`src/rtl/sram_burst_ctrl.sv`:
```
// Burst controller between a host command/beat interface and a single-port synchronous SRAM.
// Reads are pipelined one issue per cycle, with data returned two cycles after issue.
module sram_burst_ctrl #(
    parameter int DW  = 8,
    parameter int RAW = 8,
    parameter int CAW = 2
) (
    input  logic               CLK,
    input  logic               NRST,
    input  logic               HREQ,
    output logic               HRDY,
    input  logic               HWR,
    input  logic [RAW+CAW-1:0] HADDR,
    input  logic [3:0]         HLEN,
    input  logic               WVALID,
    output logic               WREADY,
    input  logic [DW-1:0]      WDATA,
    output logic               RVALID,
    output logic [DW-1:0]      RDATA,
    output logic               RLAST,
    output logic               NCE,
    output logic               NWRT,
    output logic [RAW-1:0]     RA,
    output logic [CAW-1:0]     CA,
    output logic [DW-1:0]      DIN,
    input  logic [DW-1:0]      DO
);
    localparam int AW = RAW + CAW;
    localparam logic [AW-1:0] ADDR_ONE = AW'(1);

    // state | meaning
    // IDLE  | waiting for a host command
    // WR    | accepting write beats, one SRAM write per beat
    // RD    | issuing one SRAM read per cycle
    // DRAIN | all reads issued, waiting for the final beat to return
    typedef enum logic [1:0] {IDLE, WR, RD, DRAIN} state_t;

    state_t          state_q, state_d;
    logic [AW-1:0]   addr_q, addr_d;
    logic [4:0]      cnt_q, cnt_d;
    logic            nce_q, nce_d;
    logic            nwrt_q, nwrt_d;
    logic [RAW-1:0]  ra_q, ra_d;
    logic [CAW-1:0]  ca_q, ca_d;
    logic [DW-1:0]   din_q, din_d;
    logic            rd_p1_q, rd_p1_d;
    logic            rd_last_p1_q, rd_last_p1_d;
    logic            rd_p2_q, rd_p2_d;
    logic            rd_last_p2_q, rd_last_p2_d;
    logic            rvalid_q, rvalid_d;
    logic            rlast_q, rlast_d;
    logic [DW-1:0]   rdata_q, rdata_d;
    logic [AW-1:0]   acc_addr;
    logic            issue;

    always_comb begin
        state_d      = state_q;
        addr_d       = addr_q;
        cnt_d        = cnt_q;
        nce_d        = 1'b1;
        nwrt_d       = 1'b1;
        ra_d         = ra_q;
        ca_d         = ca_q;
        din_d        = din_q;
        acc_addr     = addr_q;
        issue        = 1'b0;
        rd_p1_d      = 1'b0;
        rd_last_p1_d = 1'b0;

        case (state_q)
            IDLE: begin
                if (HREQ) begin
                    acc_addr = HADDR;
                    if (HWR) begin
                        addr_d  = HADDR;
                        cnt_d   = {1'b0, HLEN} + 5'd1;
                        state_d = WR;
                    end else begin
                        // first read goes out on the accept edge itself
                        issue        = 1'b1;
                        rd_p1_d      = 1'b1;
                        rd_last_p1_d = (HLEN == 4'd0);
                        cnt_d        = {1'b0, HLEN};
                        state_d      = (HLEN == 4'd0) ? DRAIN : RD;
                    end
                end
            end
            RD: begin
                issue        = 1'b1;
                rd_p1_d      = 1'b1;
                rd_last_p1_d = (cnt_q == 5'd1);
                cnt_d        = cnt_q - 5'd1;
                if (cnt_q == 5'd1) state_d = DRAIN;
            end
            WR: begin
                if (WVALID) begin
                    issue  = 1'b1;
                    nwrt_d = 1'b0;
                    din_d  = WDATA;
                    cnt_d  = cnt_q - 5'd1;
                    if (cnt_q == 5'd1) state_d = IDLE;
                end
            end
            DRAIN: begin
                if (rd_p2_q && rd_last_p2_q) state_d = IDLE;
            end
            default: state_d = IDLE;
        endcase

        if (issue) begin
            nce_d  = 1'b0;
            ra_d   = acc_addr[AW-1:CAW];
            ca_d   = acc_addr[CAW-1:0];
            addr_d = acc_addr + ADDR_ONE;
        end

        rd_p2_d      = rd_p1_q;
        rd_last_p2_d = rd_last_p1_q;
        rvalid_d     = rd_p2_q;
        rlast_d      = rd_p2_q & rd_last_p2_q;
        rdata_d      = rd_p2_q ? DO : rdata_q;
    end

    always_ff @(posedge CLK or negedge NRST) begin
        if (!NRST) begin
            state_q      <= IDLE;
            addr_q       <= '0;
            cnt_q        <= '0;
            nce_q        <= 1'b1;
            nwrt_q       <= 1'b1;
            ra_q         <= '0;
            ca_q         <= '0;
            din_q        <= '0;
            rd_p1_q      <= 1'b0;
            rd_last_p1_q <= 1'b0;
            rd_p2_q      <= 1'b0;
            rd_last_p2_q <= 1'b0;
            rvalid_q     <= 1'b0;
            rlast_q      <= 1'b0;
            rdata_q      <= '0;
        end else begin
            state_q      <= state_d;
            addr_q       <= addr_d;
            cnt_q        <= cnt_d;
            nce_q        <= nce_d;
            nwrt_q       <= nwrt_d;
            ra_q         <= ra_d;
            ca_q         <= ca_d;
            din_q        <= din_d;
            rd_p1_q      <= rd_p1_d;
            rd_last_p1_q <= rd_last_p1_d;
            rd_p2_q      <= rd_p2_d;
            rd_last_p2_q <= rd_last_p2_d;
            rvalid_q     <= rvalid_d;
            rlast_q      <= rlast_d;
            rdata_q      <= rdata_d;
        end
    end

    assign HRDY   = (state_q == IDLE);
    assign WREADY = (state_q == WR);
    assign NCE    = nce_q;
    assign NWRT   = nwrt_q;
    assign RA     = ra_q;
    assign CA     = ca_q;
    assign DIN    = din_q;
    assign RVALID = rvalid_q;
    assign RLAST  = rlast_q;
    assign RDATA  = rdata_q;

endmodule

```
`config.mk`:
```
export PLATFORM = sky130hd
export DESIGN_NAME = sram_burst_ctrl
export DESIGN_NICKNAME = d
export VERILOG_FILES = /design/src/rtl/sram_burst_ctrl.sv
export SDC_FILE = /design/constraint.sdc
export NUM_CORES = 1
export LEC_CHECK = 0
export ABC_AREA = 1
export CAP_MARGIN = 20
export CORE_ASPECT_RATIO = 1.2
export CORE_MARGIN = 2
export CORE_UTILIZATION = 40
export CTS_CLUSTER_SIZE = 30
export DETAILED_ROUTE_END_ITERATION = 6
export HOLD_SLACK_MARGIN = 0.06
export PLACE_DENSITY = 0.74
export SLEW_MARGIN = 40
export SYNTH_ARGS = -nofsm -noshare
export SYNTH_HDL_FRONTEND = slang
export SYNTH_SLANG_ARGS = --single-unit
```
`constraint.sdc`:
```
create_clock -name CLK -period 2.75 [get_ports CLK]
set_input_delay 0.275 -clock CLK [delete_from_list [all_inputs] [get_ports CLK]]
set_output_delay 0.275 -clock CLK [all_outputs]
set_load 0.01 [all_outputs]
```
==> flow_metrics.tcl <==
set metrics [dict create \
    critical-path-slowest-cell "dfrtp_1" \
    timing.final.crit_share_pct 86.0 \
    setup_viol 0 \
    yosysSeqAreaShare_pct 48.4 \
    maxSlewHeadroom_pct 64.3 \
    power_leakage_nw 1.61 \
    muxShareOfSynthArea_pct 6.81 \
    worstSetupStartpoint "state_q[0]" \
    wl_per_cell_um 12.7 \
    synth_edf_count 0 \
    synth-simple-area-share_pct 21.9 \
    numCtsBuffers 5 \
    rsz0062_at_grt "false" \
    core_area_sq_um 6410 \
    ys_types 32 \
    drtIter0Drc 125 \
    fin_crit_ns 2.36 \
    cp.required_ns 2.96 \
    diodes 0 \
    cts_tree "done" \
    rows 32 \
    worst_pin_slew_ns 0.534 \
    die_w_um 78.2 \
    place_congestion 0.877 \
    synthFlopType "dfrtp_1" \
    grt_max_degree 40 \
    crit_arrival_ns 2.57 \
    cts_buffer_depth 2 \
    critPathKind "flop to flop" \
    final_util_pct 54.4 \
    cts-root-buf "clkbuf_8" \
    cts_max_level 2 \
    wirelength_um 5800 \
    nets 418 \
    numPortBuffers 66 \
    first_global_vias 2107 \
    hold_viol_final 0 \
    max_freq_ghz 0.423 \
    crit_fanout 24 \
    die-area_sq_um 7280 \
    finalSetupTns_ns 0 \
    drc_errors 0 \
    syn-num-nets 348 \
    path_common_cell "nand2_2" \
    layout.cells.most_common "nand2_1" \
    final_cell_mix "nand2_1, clkdlybuf4s50_1, dfrtp_1" \
    ys_async_sr_fraction_pct 100 \
    worst_path_dominant_cell_family "simple AND/OR/NAND/NOR gates" \
    grt.total_usage_pct 17.0 \
    drive_above_1_share_pct 12.6 \
    synth-xor-area-share_pct 1.33 \
    vdd_drop_max_v 0.000485 \
    synth_compound_area_share_pct 9.70 \
    grt_antenna_before_repair 0 \
    path_cells "inv_1, ha_1, nand2_2, clkinv_2, nand2_2, nand2_1, nand2_2, buf_4, nor2_2, o21ai_1, nand3_1, o21ai_1, inv_1" \
    clock_latency_ns 0.32 \
    status "finished, final reports clean" \
    clock_skew_ns 0.00947 \
    dpl.hpwl_um 4370 \
    start_kind "flop" \
    ant_nets 0 \
    clk_pin_slew_worst_paths_ns 0.10 \
    max_cap_violations 0 \
    powerDensity_nw_per_um2 1160 \
    synth_top_family_by_area "simple AND/OR/NAND/NOR gates" \
    netlist_area_sq_um 2640 \
    design.portCount 67 \
    hold_path.class "flop to flop" \
    min_from "rd_p1_q" \
    start_util_pct 41.3 \
    reg2reg_from "state_q[0]" \
    endpoint_kind "flop" \
    die_h_um 93.1 \
    syn2layout_area_growth_pct 31.8 \
    synthAdderAreaFrac_pct 5.21 \
    vias_per_cell 4.87 \
    report.final.slew_viol_count 0 \
    clock_sinks 51 \
    yosysWarningCount 0 \
    post_cts_resized 0 \
    num_vias 2231 \
    ys_ff_latch 51 \
    grt_overflow 0 \
    syn_area_per_cell_sq_um 8.75 \
    grt_pass1_wl_um 9750 \
    path_buf_inv 4 \
    postSynthCellCount 302 \
    slowest_delay_ns 0.44 \
    first_pass_iters 4 \
]
stage by stage:
stage / power (mW) / hold WS [ns] / cells / instance area, sq um / setup slack, ns
finish: 4.03 / 0.351 / 458 / 3480 / 0.386
CTS: 4.06 / 0.353 / 458 / 3480 / 0.400
floorplan: 2.79 / -0.0206 / 302 / 2640 / 0.825
detailed placement: 3.59 / 0.190 / 449 / 3380 / 0.393
global placement: 3.54 / 0.183 / 449 / 3380 / 0.523
global route: 4.40 / 0.369 / 458 / 3480 / 0.140
metal layers:
metal | share of wire [%] | wire length, um | global-route usage (%)
met5 | 0 | 0 | 0
met4 | 1.7 | 97 | 6.58
met3 | 4.4 | 258 | 2.90
met2 | 49 | 2820 | 29.0
met1 | 45 | 2620 | 21.5
power breakdown:
group          switching (mW)  leakage (nW)  total (mW)  internal, mW
clock                   0.275        0.0452       0.461         0.186
combinational            1.22         0.952        2.25          1.03
sequential              0.198         0.609        1.32          1.12
cells in the mapped netlist (3+ instances only):
| cell | count | share of area, % |
|---|---|---|
| nand2_1 | 71 | 10 |
| mux2_2 | 16 | 6.8 |
| nor2_1 | 18 | 2.6 |
| nand3_1 | 20 | 3.8 |
| o22ai_1 | 3 | 0.71 |
| ha_1 | 11 | 5.2 |
| or2_2 | 3 | 0.71 |
| o21ai_1 | 7 | 1.3 |
| a21oi_1 | 9 | 1.7 |
| dfrtp_1 | 49 | 46 |
| inv_1 | 34 | 4.8 |
| xor2_1 | 4 | 1.3 |
| buf_2 | 3 | 0.57 |
| nor2_2 | 6 | 1.4 |
| o21ai_0 | 23 | 4.4 |
| nand2_2 | 4 | 0.95 |
state kept, by name, summed over array words and instances (netlist names):
| register | cells |
|---|---|
| RDATA | 8 |
| cnt_q | 5 |
| rd_last_p2_q | 1 |
| rd_last_p1_q | 1 |
| NCE | 1 |
| addr_q | 10 |
| CA | 2 |
| RA | 8 |
| NWRT | 1 |
| DIN | 8 |
| state_q | 2 |
| rd_p1_q | 1 |
| RLAST | 1 |
| rd_p2_q | 1 |
| RVALID | 1 |
timing repair:
item | 4_1_cts | 5_1_grt
hold buffers | 1 | 0
setup buffers | 0 | 0
endpoints found under the hold margin | 12 | 0
final cells by class:
type / count / area, sq um
well taps: 85 / 106
repair buffers: 69 / 681
flip-flops and latches: 51 / 1280
inverters: 36 / 136
clock inverters: 3 / 25.0
fillers: 600 / 2920
clock buffers: 5 / 68.8
multi-input cells: 209 / 1190
final timing paths:
kind                             end  slack, ns  depth (start not counted)
min in group asynchronous   cnt_q[1]       0.37                          2
setup reg to reg           addr_q[5]       0.39                         13
hold reg to reg              rd_p2_q       0.35                          0
max in group asynchronous        NCE       1.57                          3
setup / recovery           addr_q[5]       0.39                         13
hold / removal               rd_p2_q       0.35                          0
logic make-up (layout without fill, tap and decap cells):
family,after synthesis,after routing
AO/OA/AOI/OAI,48,48
adder cells (fa/ha/maj),11,11
AND/OR/NAND/NOR,130,130
multiplexers,16,16
buffers and inverters,42,113
XOR/XNOR,4,4
flip-flops,51,51
(Power assumes the default switching activity.)
